`src/rtl/pipeline_stall_ctrl.sv`:
```
// Central hazard controller: merges per-stage stall requests, sequences held flush pulses
// with a redirect PC, and counts stalled fetch cycles.
module pipeline_stall_ctrl #(
    parameter int STAGES     = 5,
    parameter int ADDR_WIDTH = 32,
    parameter int FLUSH_HOLD = 1
) (
    input  logic                  clk,
    input  logic                  rst,
    input  logic [STAGES-1:0]     stall_req,
    input  logic                  flush_req,
    input  logic [ADDR_WIDTH-1:0] flush_target,
    output logic [STAGES-1:0]     stall,
    output logic                  flush,
    output logic [ADDR_WIDTH-1:0] flush_pc,
    output logic                  busy_flushing,
    output logic [31:0]           stall_cycles
);

    localparam int HW = (FLUSH_HOLD > 1) ? $clog2(FLUSH_HOLD) : 1;
    localparam logic [HW-1:0] HOLD_INIT = HW'(FLUSH_HOLD - 1);

    typedef enum logic [1:0] {
        RUN   = 2'b00,
        FLUSH = 2'b01
    } state_t;

    state_t                state, state_nxt;
    logic [HW-1:0]         hold, hold_nxt;
    logic [ADDR_WIDTH-1:0] pc_nxt;
    logic [31:0]           cnt_nxt;

    assign flush         = (state == FLUSH);
    assign busy_flushing = flush;

    // A stall at stage j backs up every earlier stage; flush and reset override everything.
    for (genvar i = 0; i < STAGES; i++) begin : g_merge
        assign stall[i] = (|stall_req[STAGES-1:i]) & ~flush & ~rst;
    end

    always_comb begin
        state_nxt = state;
        hold_nxt  = hold;
        pc_nxt    = flush_pc;
        case (state)
            RUN: begin
                if (flush_req) begin
                    state_nxt = FLUSH;
                    hold_nxt  = HOLD_INIT;
                    pc_nxt    = flush_target;
                end
            end
            FLUSH: begin
                // A new redirect while flushing restarts the hold window with the newer PC.
                if (flush_req) begin
                    hold_nxt = HOLD_INIT;
                    pc_nxt   = flush_target;
                end else if (hold == '0) begin
                    state_nxt = RUN;
                end else begin
                    hold_nxt = hold - 1'b1;
                end
            end
            default: begin
                state_nxt = RUN;
                hold_nxt  = '0;
            end
        endcase
    end

    // stall[0] is already masked by flush and reset, so it alone gates the count.
    assign cnt_nxt = (stall[0] && (stall_cycles != 32'hFFFF_FFFF)) ? stall_cycles + 32'd1
                                                                   : stall_cycles;

    always_ff @(posedge clk) begin
        if (rst) begin
            state        <= RUN;
            hold         <= '0;
            flush_pc     <= '0;
            stall_cycles <= '0;
        end else begin
            state        <= state_nxt;
            hold         <= hold_nxt;
            flush_pc     <= pc_nxt;
            stall_cycles <= cnt_nxt;
        end
    end

endmodule

```
`config.mk`:
```
export PLATFORM = sky130hd
export DESIGN_NAME = pipeline_stall_ctrl
export DESIGN_NICKNAME = d
export VERILOG_FILES = /design/src/rtl/pipeline_stall_ctrl.sv
export SDC_FILE = /design/constraint.sdc
export NUM_CORES = 1
export LEC_CHECK = 0
export ABC_AREA = 1
export CAP_MARGIN = 20
export CORE_MARGIN = 8
export CORE_UTILIZATION = 42
export CTS_CLUSTER_SIZE = 40
export DETAILED_ROUTE_END_ITERATION = 7
export PLACE_DENSITY = 0.82
export SLEW_MARGIN = 15
export SYNTH_ARGS = -nofsm -noshare
export SYNTH_HDL_FRONTEND = slang
export SYNTH_SLANG_ARGS = --single-unit
```
`constraint.sdc`:
```
create_clock -name clk -period 1.6 [get_ports clk]
set_input_delay 0.16 -clock clk [delete_from_list [all_inputs] [get_ports clk]]
set_output_delay 0.16 -clock clk [all_outputs]
set_load 0.05 [all_outputs]
```
Word level (Yosys, flattened, before mapping)

Index checks and enable logic that the tools add are counted.
W data, S select, Z words.

Bits in registers: 67
Input port bits: 40
Output and inout port bits: 71

Add/subtract/negate cells: 2
Eq/ne operators: 5
Mux-type cells: 8
Bitwise logic cells: 12
Reductions and logical operators: 9

Operators by type and width:

| operator                | number |
|---|---|
| $add A32 B1 Y32 const B | 1 |
| $ne A32 B32 Y1 const B  | 1 |
| $and A1 B1 Y1           | 10 |
| $mux W2                 | 3 |
| $ne A2 B2 Y1 const B    | 3 |
| $reduce_or A5 Y1        | 1 |
| $pmux W2 S2             | 1 |
| $reduce_or A2 Y1        | 2 |
| $reduce_or A4 Y1        | 1 |
| $mux W1                 | 3 |
| $reduce_and A3 Y1       | 1 |
| $reduce_or A3 Y1        | 1 |
| $eq A2 B1 Y1 const B    | 1 |
| $logic_not A2 Y1        | 1 |
| $not A1 Y1              | 2 |
| $pmux W1 S2             | 1 |
| $reduce_and A2 Y1       | 1 |
| $logic_and A1 B1 Y1     | 1 |
| $sub A1 B1 Y1 const B   | 1 |

Logic depth before layout (Yosys ltp)

Gate-level depths: netlist of the first run.

Depth after elaboration: 5
Depth in mapped cells: 11
Depth with buffers taken out: 10

Worst setup path after synthesis of the first run

Ideal clock, no wire load.

Path type: register to output
Start: register state[0]
End: output port stall[1]
Arrival: 2262 ps
Data required time: 1440 ps
Path slack: -822 ps
Cell stages (with the launch flop): 4
Path buffers: 0
Cell sequence: dfxtp_1 -> a211oi_1 -> a21oi_1 -> inv_1

Cells in the longest elaborated chain, start to end: 4

RTL lines:

| element                    | RTL line | RTL |
|---|---|---|
| start, declared            | 28       | `state_t state, state_nxt;` |
| start signal, assigned     | 82       | `state <= state_nxt;` |
| $eq A2 B1 Y1               | 33       | `assign flush = (state == FLUSH);` |
| $not A1 Y1                 | 38       | `assign stall[i] = (\|stall_req[STAGES-1:i]) & ~flush & ~rst;` |
| $and A1 B1 Y1 (2 in a row) | 38       |  |
| end, declared              | 13       | `output logic [STAGES-1:0] stall,` |

Every way passes these cells.

Final worst setup path of the first run

Start: register stall_cycles[0]
End: register stall_cycles[25]

Cells in the longest elaborated chain, start to end: 2

RTL lines:

| element                                                                 | RTL line | RTL |
|---|---|---|
| start, declared                                                         | 17       | `output logic [31:0] stall_cycles` |
| start signal, assigned                                                  | 85       | `stall_cycles <= cnt_nxt;` |
| parallel branches: the longest is 2 deep, another holds $add A32 B1 Y32 | n/a      |  |

Several ways; the timed one is not identified.
A chain may end at the register's enable or synchronous reset.

==> results of run 1 <==
[stage by stage]
stage,power (uW),area (um2)
after CTS,4270,4920
final,4230,5160
after global placement,2460,4650
after floorplan,2160,3410
after detailed placement,2480,4650
after global routing,4370,5160
[synthesized netlist by cell type, types with 2 or more instances]
library cell,instances
nand3_4,2
nor2_2,3
inv_1,25
nor2_4,4
nand2_1,99
nor2_1,173
inv_2,2
dfxtp_1,65
buf_1,4
buf_4,2
clkbuf_1,7
nand2_2,6
o21ai_0,32
nand3_1,16
a21oi_1,28
and2_1,2
buf_2,3
nor2b_1,3
buf_6,5
nand3_2,16
[worst paths after layout]
kind                                start                       endpoint  depth (start not counted)
max          stall_cycles[0]$_SDFFE_PP0P_  stall_cycles[25]$_SDFFE_PP0P_                          9
min                       flush_target[4]       flush_pc[4]$_SDFFE_PP0P_                          3
max reg2reg  stall_cycles[0]$_SDFFE_PP0P_  stall_cycles[25]$_SDFFE_PP0P_                          9
min reg2reg     flush_pc[29]$_SDFFE_PP0P_      flush_pc[29]$_SDFFE_PP0P_                          2
[flip-flops by register name, summed over array words and instances, names as in the netlist]
name / count
flush_pc: 32
stall_cycles: 32
state: 1
[tightest hold or removal path, cell delays in order]
cell,delay [ns]
clkdlybuf4s50_1,0.39
nor2_1,0.10
nor2_1,0.05
[cell families after synthesis]
group	count (synthesis)	synth area share
buf+inv	48	0.0685
compound gates	61	0.0921
simple gates	329	0.443
fa+ha+maj	1	0.00374
flops	65	0.390
xor+xnor	1	0.00262
[report_power, final]
group	switching [uW]	internal, uW	leakage (uW)	total, uW
combinational	448	280	0.00150	728
sequential	35.3	1670	0.000550	1710
clock	664	1130	0.000122	1800
total	1150	3080	0.00217	4230
[final cells by class]
cell class / instances / share of cell area
sequential: 65 / 0.263
inverter: 27 / 0.0196
clock buffer: 12 / 0.0303
timing repair buffer: 145 / 0.264
clock inverter: 4 / 0.0189
tap: 102 / 0.0247
multi-input combinational: 392 / 0.379
[per-layer routing]
layer	track usage	vias to the layer above	wire length, um
li1	-	1852	-
met1	0.187	1703	4050
met2	0.324	208	5270
met3	0.0780	46	1230
met4	0.0744	0	447
met5	0	-	0
[what timing repair did]
item / 4_1_cts / 5_1_grt
buffers inserted: 1 / 5
resized for setup: 2 / 39
setup endpoints to repair: 9 / 28
gates cloned: 0 / 3
pin swaps: 2 / 10
==> results.toml, run 1 <==
[global_routing]
grt_max_degree = 64
antenna_found_initial = 0
grt_pass1_wl_mm = 17.1
grt_pass1_vias = 3689
grt_usage = 0.184
overflow = 0

[critical_path]
path_class = "reg2reg"
end_kind = "flip-flop"
path_common_cell = "nand2_4"
crit_chain = "ha_4 -> nand2_4 -> nor2_4 -> nand2_4 -> nor2_8 -> nand3_4 -> clkbuf_16 -> a21oi_1 -> nor2_1"
cp.required_ns = 1.84
r2r_slack_ns = -0.05
cp_max_fo = 14
cp.arrival_ns = 1.89
path_buf_inv = 1
critPathLaunchType = "flip-flop"
crit_path_max_incr_delay_ns = 0.37
crit_family = "simple AND/OR/NAND/NOR gates"
worst_path_max_delay_cell = "dfxtp_4"

[cts]
clockBufferDepth = 2
cts.sinks = 65
cts_hold_buf = 0
clkTransAtPathRegs_ns = 0.08
cts_buffers = 9
cts_root_buf = "clkbuf_8"
htree_levels = 3
cts_tree = "done"
clock_latency_ns = 0.34

[floorplanning]
ios = 111
dieArea_mm2 = 0.0111
fp.dieH_um = 105
start_util = 0.432
coreArea_mm2 = 0.00773
rows = 32
die_w_um = 105

[layout]
layout_common_cells = "nor2_1 (161), nand2_1 (93), buf_4 (93)"
layout-drive-gt1-share = 0.346
seqCellArea_mm2 = 0.00136
area_growth_pct = 54.5
final_common_cell = "nor2_1"
fin_cells = 747
multi_input_comb_area_mm2 = 0.00196
final_nets = 681
fillers = 604
diodes = 0
final_util = 0.668

[place]
place.port_buffers = 110
hpwlAfterDp_mm = 7.41
placed_cells = 722
gp_congestion = 0.894
pre_cts_ws_ns = -0.0862

[sta]
skew_ns = 0.00907
setup_violations = 7
final.min_clock_period_ns = 1.65
period_share = 1.03
max_freq_ghz = 0.605
rsz0062_at_grt = "yes"
drv_slew = 0
setup_ws_ns = -0.0538
final_hold_viol_count = 0
whs_ns = 0.399
setup_tns_ns = -0.134
tightest_slew_ns = 0.591
slew_headroom = 0.606

[logic_synthesis]
synth_cell_types = 28
netlist_area_mm2 = 0.00334
synthesis.nets = 546
yosysTopAreaCell = "dfxtp_1"
ys_ff_latch = 65
syn_inst = 505
synth_top_flop_cell = "dfxtp_1"
synthArstFlopShare = 0
synthTopCellsByArea = "dfxtp_1 (39%), nor2_1 (19%), nand2_1 (11%), nand3_2 (4.8%), o21ai_0 (4.8%)"
yosys_warnings = 0
synth-edff-count = 0
synth.top_cell.area_share = 0.390
ys_seq_area_frac = 0.390
syn_avg_cell_area_um2 = 6.62

[routing]
avgViaCountPerCell = 5.10
drc = 0
drt_iter0_drc = 205
vias = 3809
wirelength_mm = 11.0
dr.pass1.iters = 5
drtAntennaViolNets = 0
routedWlPerCell_um = 14.7

[pwr]
leakage_uw = 0.00217
powerDensity_mw_per_mm2 = 820
peakVddDrop_mv = 0.519

[min_path]
holdCritPathClass = "in2reg"

[flow_run]
maxCapViolCount = 0

[run_status]
outcome = "finished with violations"
violations = "setup timing"
Note: power is estimated with default switching activity, not from simulation.
==> run 2, diff against run 1 <==
CORE_MARGIN = 5   (was 8)
==> run 2 against run 1 <==
The flow now finishes without violations. Maximum frequency increased by 4.5%. Non-clock buffer count shrank 8. Power decreased by 11%. Highest routed layer unchanged.
==> results.toml, run 2 (synthesis gave the netlist of run 1 again) <==
[pwr]
power_frac_clock = 0.351
swShare = 0.305
p_switching_uw = 1150
powerDensity_mw_per_mm2 = 754
comb_power_share = 0.191
leakage_uw = 0.00208
internal_power_uw = 2610
peakVddDrop_mv = 0.511
p_seq_frac = 0.457

[critical_path]
path_class = "reg2reg"
end_kind = "flip-flop"
critPathLaunchType = "flip-flop"
cp.arrival_ns = 1.82
crit_chain = "ha_4 -> nand2_4 -> nor2_4 -> nand2_4 -> nor2_2 -> inv_1 -> nor2_1 -> nand3_2 -> nand2_1 -> nor2_1"
crit_path_max_incr_delay_ns = 0.38
cp_max_fo = 5
path_buf_inv = 1
cp.required_ns = 1.83
worst_path_max_delay_cell = "dfxtp_4"
crit_family = "simple AND/OR/NAND/NOR gates"

[floorplanning]
rows = 32
coreArea_mm2 = 0.00773
fp.dieH_um = 99.2
start_util = 0.432
dieArea_mm2 = 0.00984
die_w_um = 99.2
ios = 111

[global_routing]
antenna_found_initial = 0
grt_usage = 0.191
grt_pass1_vias = 3400
grt_max_degree = 64
overflow = 0
grt_pass1_wl_mm = 15.5

[cts]
htree_levels = 3
cts_buffers = 9
cts_root_buf = "clkbuf_8"
clkTransAtPathRegs_ns = 0.08
cts.sinks = 65
clock_latency_ns = 0.34
cts_tree = "done"
clockBufferDepth = 2
cts_hold_buf = 0

[routing]
drt_iter0_drc = 185
drc = 0
wirelength_mm = 9.73
dr.pass1.iters = 5
avgViaCountPerCell = 4.93
routedWlPerCell_um = 13.2
drtAntennaViolNets = 0
vias = 3640

[place]
place.port_buffers = 110
hpwlAfterDp_mm = 6.93
gp_congestion = 0.914
placed_cells = 720

[layout]
layout_common_cells = "nor2_1 (165), nand2_1 (95), buf_4 (86)"
final_common_cell = "nor2_1"
area_growth_pct = 49.0
fillers = 655
layout-drive-gt1-share = 0.330
reg.largest.list = "flush_pc (32), stall_cycles (32), state (1)"
diodes = 0
final_nets = 673
fin_cells = 739

[min_path]
holdCritPathClass = "in2reg"

[flow_run]
maxCapViolCount = 0

[sta]
final_hold_viol_count = 0
skew_ns = 0.00690
rsz0062_at_grt = "yes"
slew_headroom = 0.608
max_freq_ghz = 0.632
tightest_slew_ns = 0.589
drv_slew = 0
setup_violations = 0
period_share = 0.989
final.min_clock_period_ns = 1.58
setup_tns_ns = 0

[run_status]
outcome = "finished, final reports clean"
==> run 2: changes by cell type in the layout (fill, tap and decap cells not counted), moves of 3 or more <==
cell and delta:
nand3_1 -3, buf_4 -7, nor2_1 +4, a21oi_1 +4, dfxtp_2 +4, nand3_2 +3, nor2_2 -5, a21oi_2 -4
bufinv_16 -3, clkbuf_16 -3, dfxtp_4 -4
==> run 2: area by class of cell <==
type                       count  area, um2  share of cell area
clock inverter                 5       38.8             0.00779
multi-input combinational    392       1940               0.390
clock buffer                  11        151              0.0304
sequential                    65       1350               0.270
timing repair buffer         137       1270               0.256
tap                          102        128              0.0256
inverter                      27        101              0.0204
==> run 2: power by group through the flow <==
| stage | sequential [uW] | combinational, uW | clock [uW] |
|---|---|---|---|
| after floorplan | 1970 | 195 | 0 |
| after global placement | 1750 | 709 | 0 |
| after CTS | 1720 | 718 | 1350 |
| final | 1720 | 719 | 1320 |
| after detailed placement | 1750 | 717 | 0 |
| after global routing | 1720 | 766 | 1450 |
==> run 2: worst reg2reg max path: stages (launching register included) <==
cell,delay [ns]
dfxtp_4,0.38
ha_4,0.15
nand2_4,0.05
nor2_4,0.13
nand2_4,0.12
nor2_2,0.17
inv_1,0.06
nor2_1,0.19
nand3_2,0.10
nand2_1,0.07
nor2_1,0.05
==> run 2: per-stage QoR <==
step                area (um2)  worst slack, ns  utilization  total power, uW  hold slack (ns)
floorplan                 3410           0.0106            -             2160            0.222
global placement          4640           0.0415        0.600             2460            0.477
detailed placement        4640          -0.0250        0.600             2470            0.482
CTS                       4840           0.0201        0.626             3780            0.384
global route              4980          -0.0849        0.644             3940            0.384
finish                    4980           0.0175        0.644             3750            0.399
==> run 2: final timing paths <==
check	start	to	slack, ns	depth (start not counted)
max reg2reg	stall_cycles[1]$_SDFFE_PP0P_	stall_cycles[12]$_SDFFE_PP0P_	0.02	10
max	stall_cycles[1]$_SDFFE_PP0P_	stall_cycles[12]$_SDFFE_PP0P_	0.02	10
min reg2reg	flush_pc[4]$_SDFFE_PP0P_	flush_pc[4]$_SDFFE_PP0P_	0.50	2
min	flush_target[19]	flush_pc[19]$_SDFFE_PP0P_	0.40	3
==> run 2: metal layers <==
layer | track usage | part of all wire | up-vias
li1 | - | - | 1836
met4 | 0.0599 | 0.0095 | 0
met2 | 0.329 | 0.50 | 140
met1 | 0.213 | 0.40 | 1653
met5 | 0 | 0 | -
met3 | 0.0806 | 0.096 | 11
==> run 2: timing repair <==
| action | 4_1_cts | 5_1_grt |
|---|---|---|
| setup buffers | 0 | 2 |
| endpoints found under the setup margin | 1 | 24 |
| resized for setup | 2 | 29 |
| pin swaps | 0 | 11 |
| cloned | 0 | 1 |
==> run 3, diff against run 2 <==
HOLD_SLACK_MARGIN = 0.02   (was unset)
==> results of run 3 <==
Same layout as run 2: the final DEF is identical, and so are final timing and power.
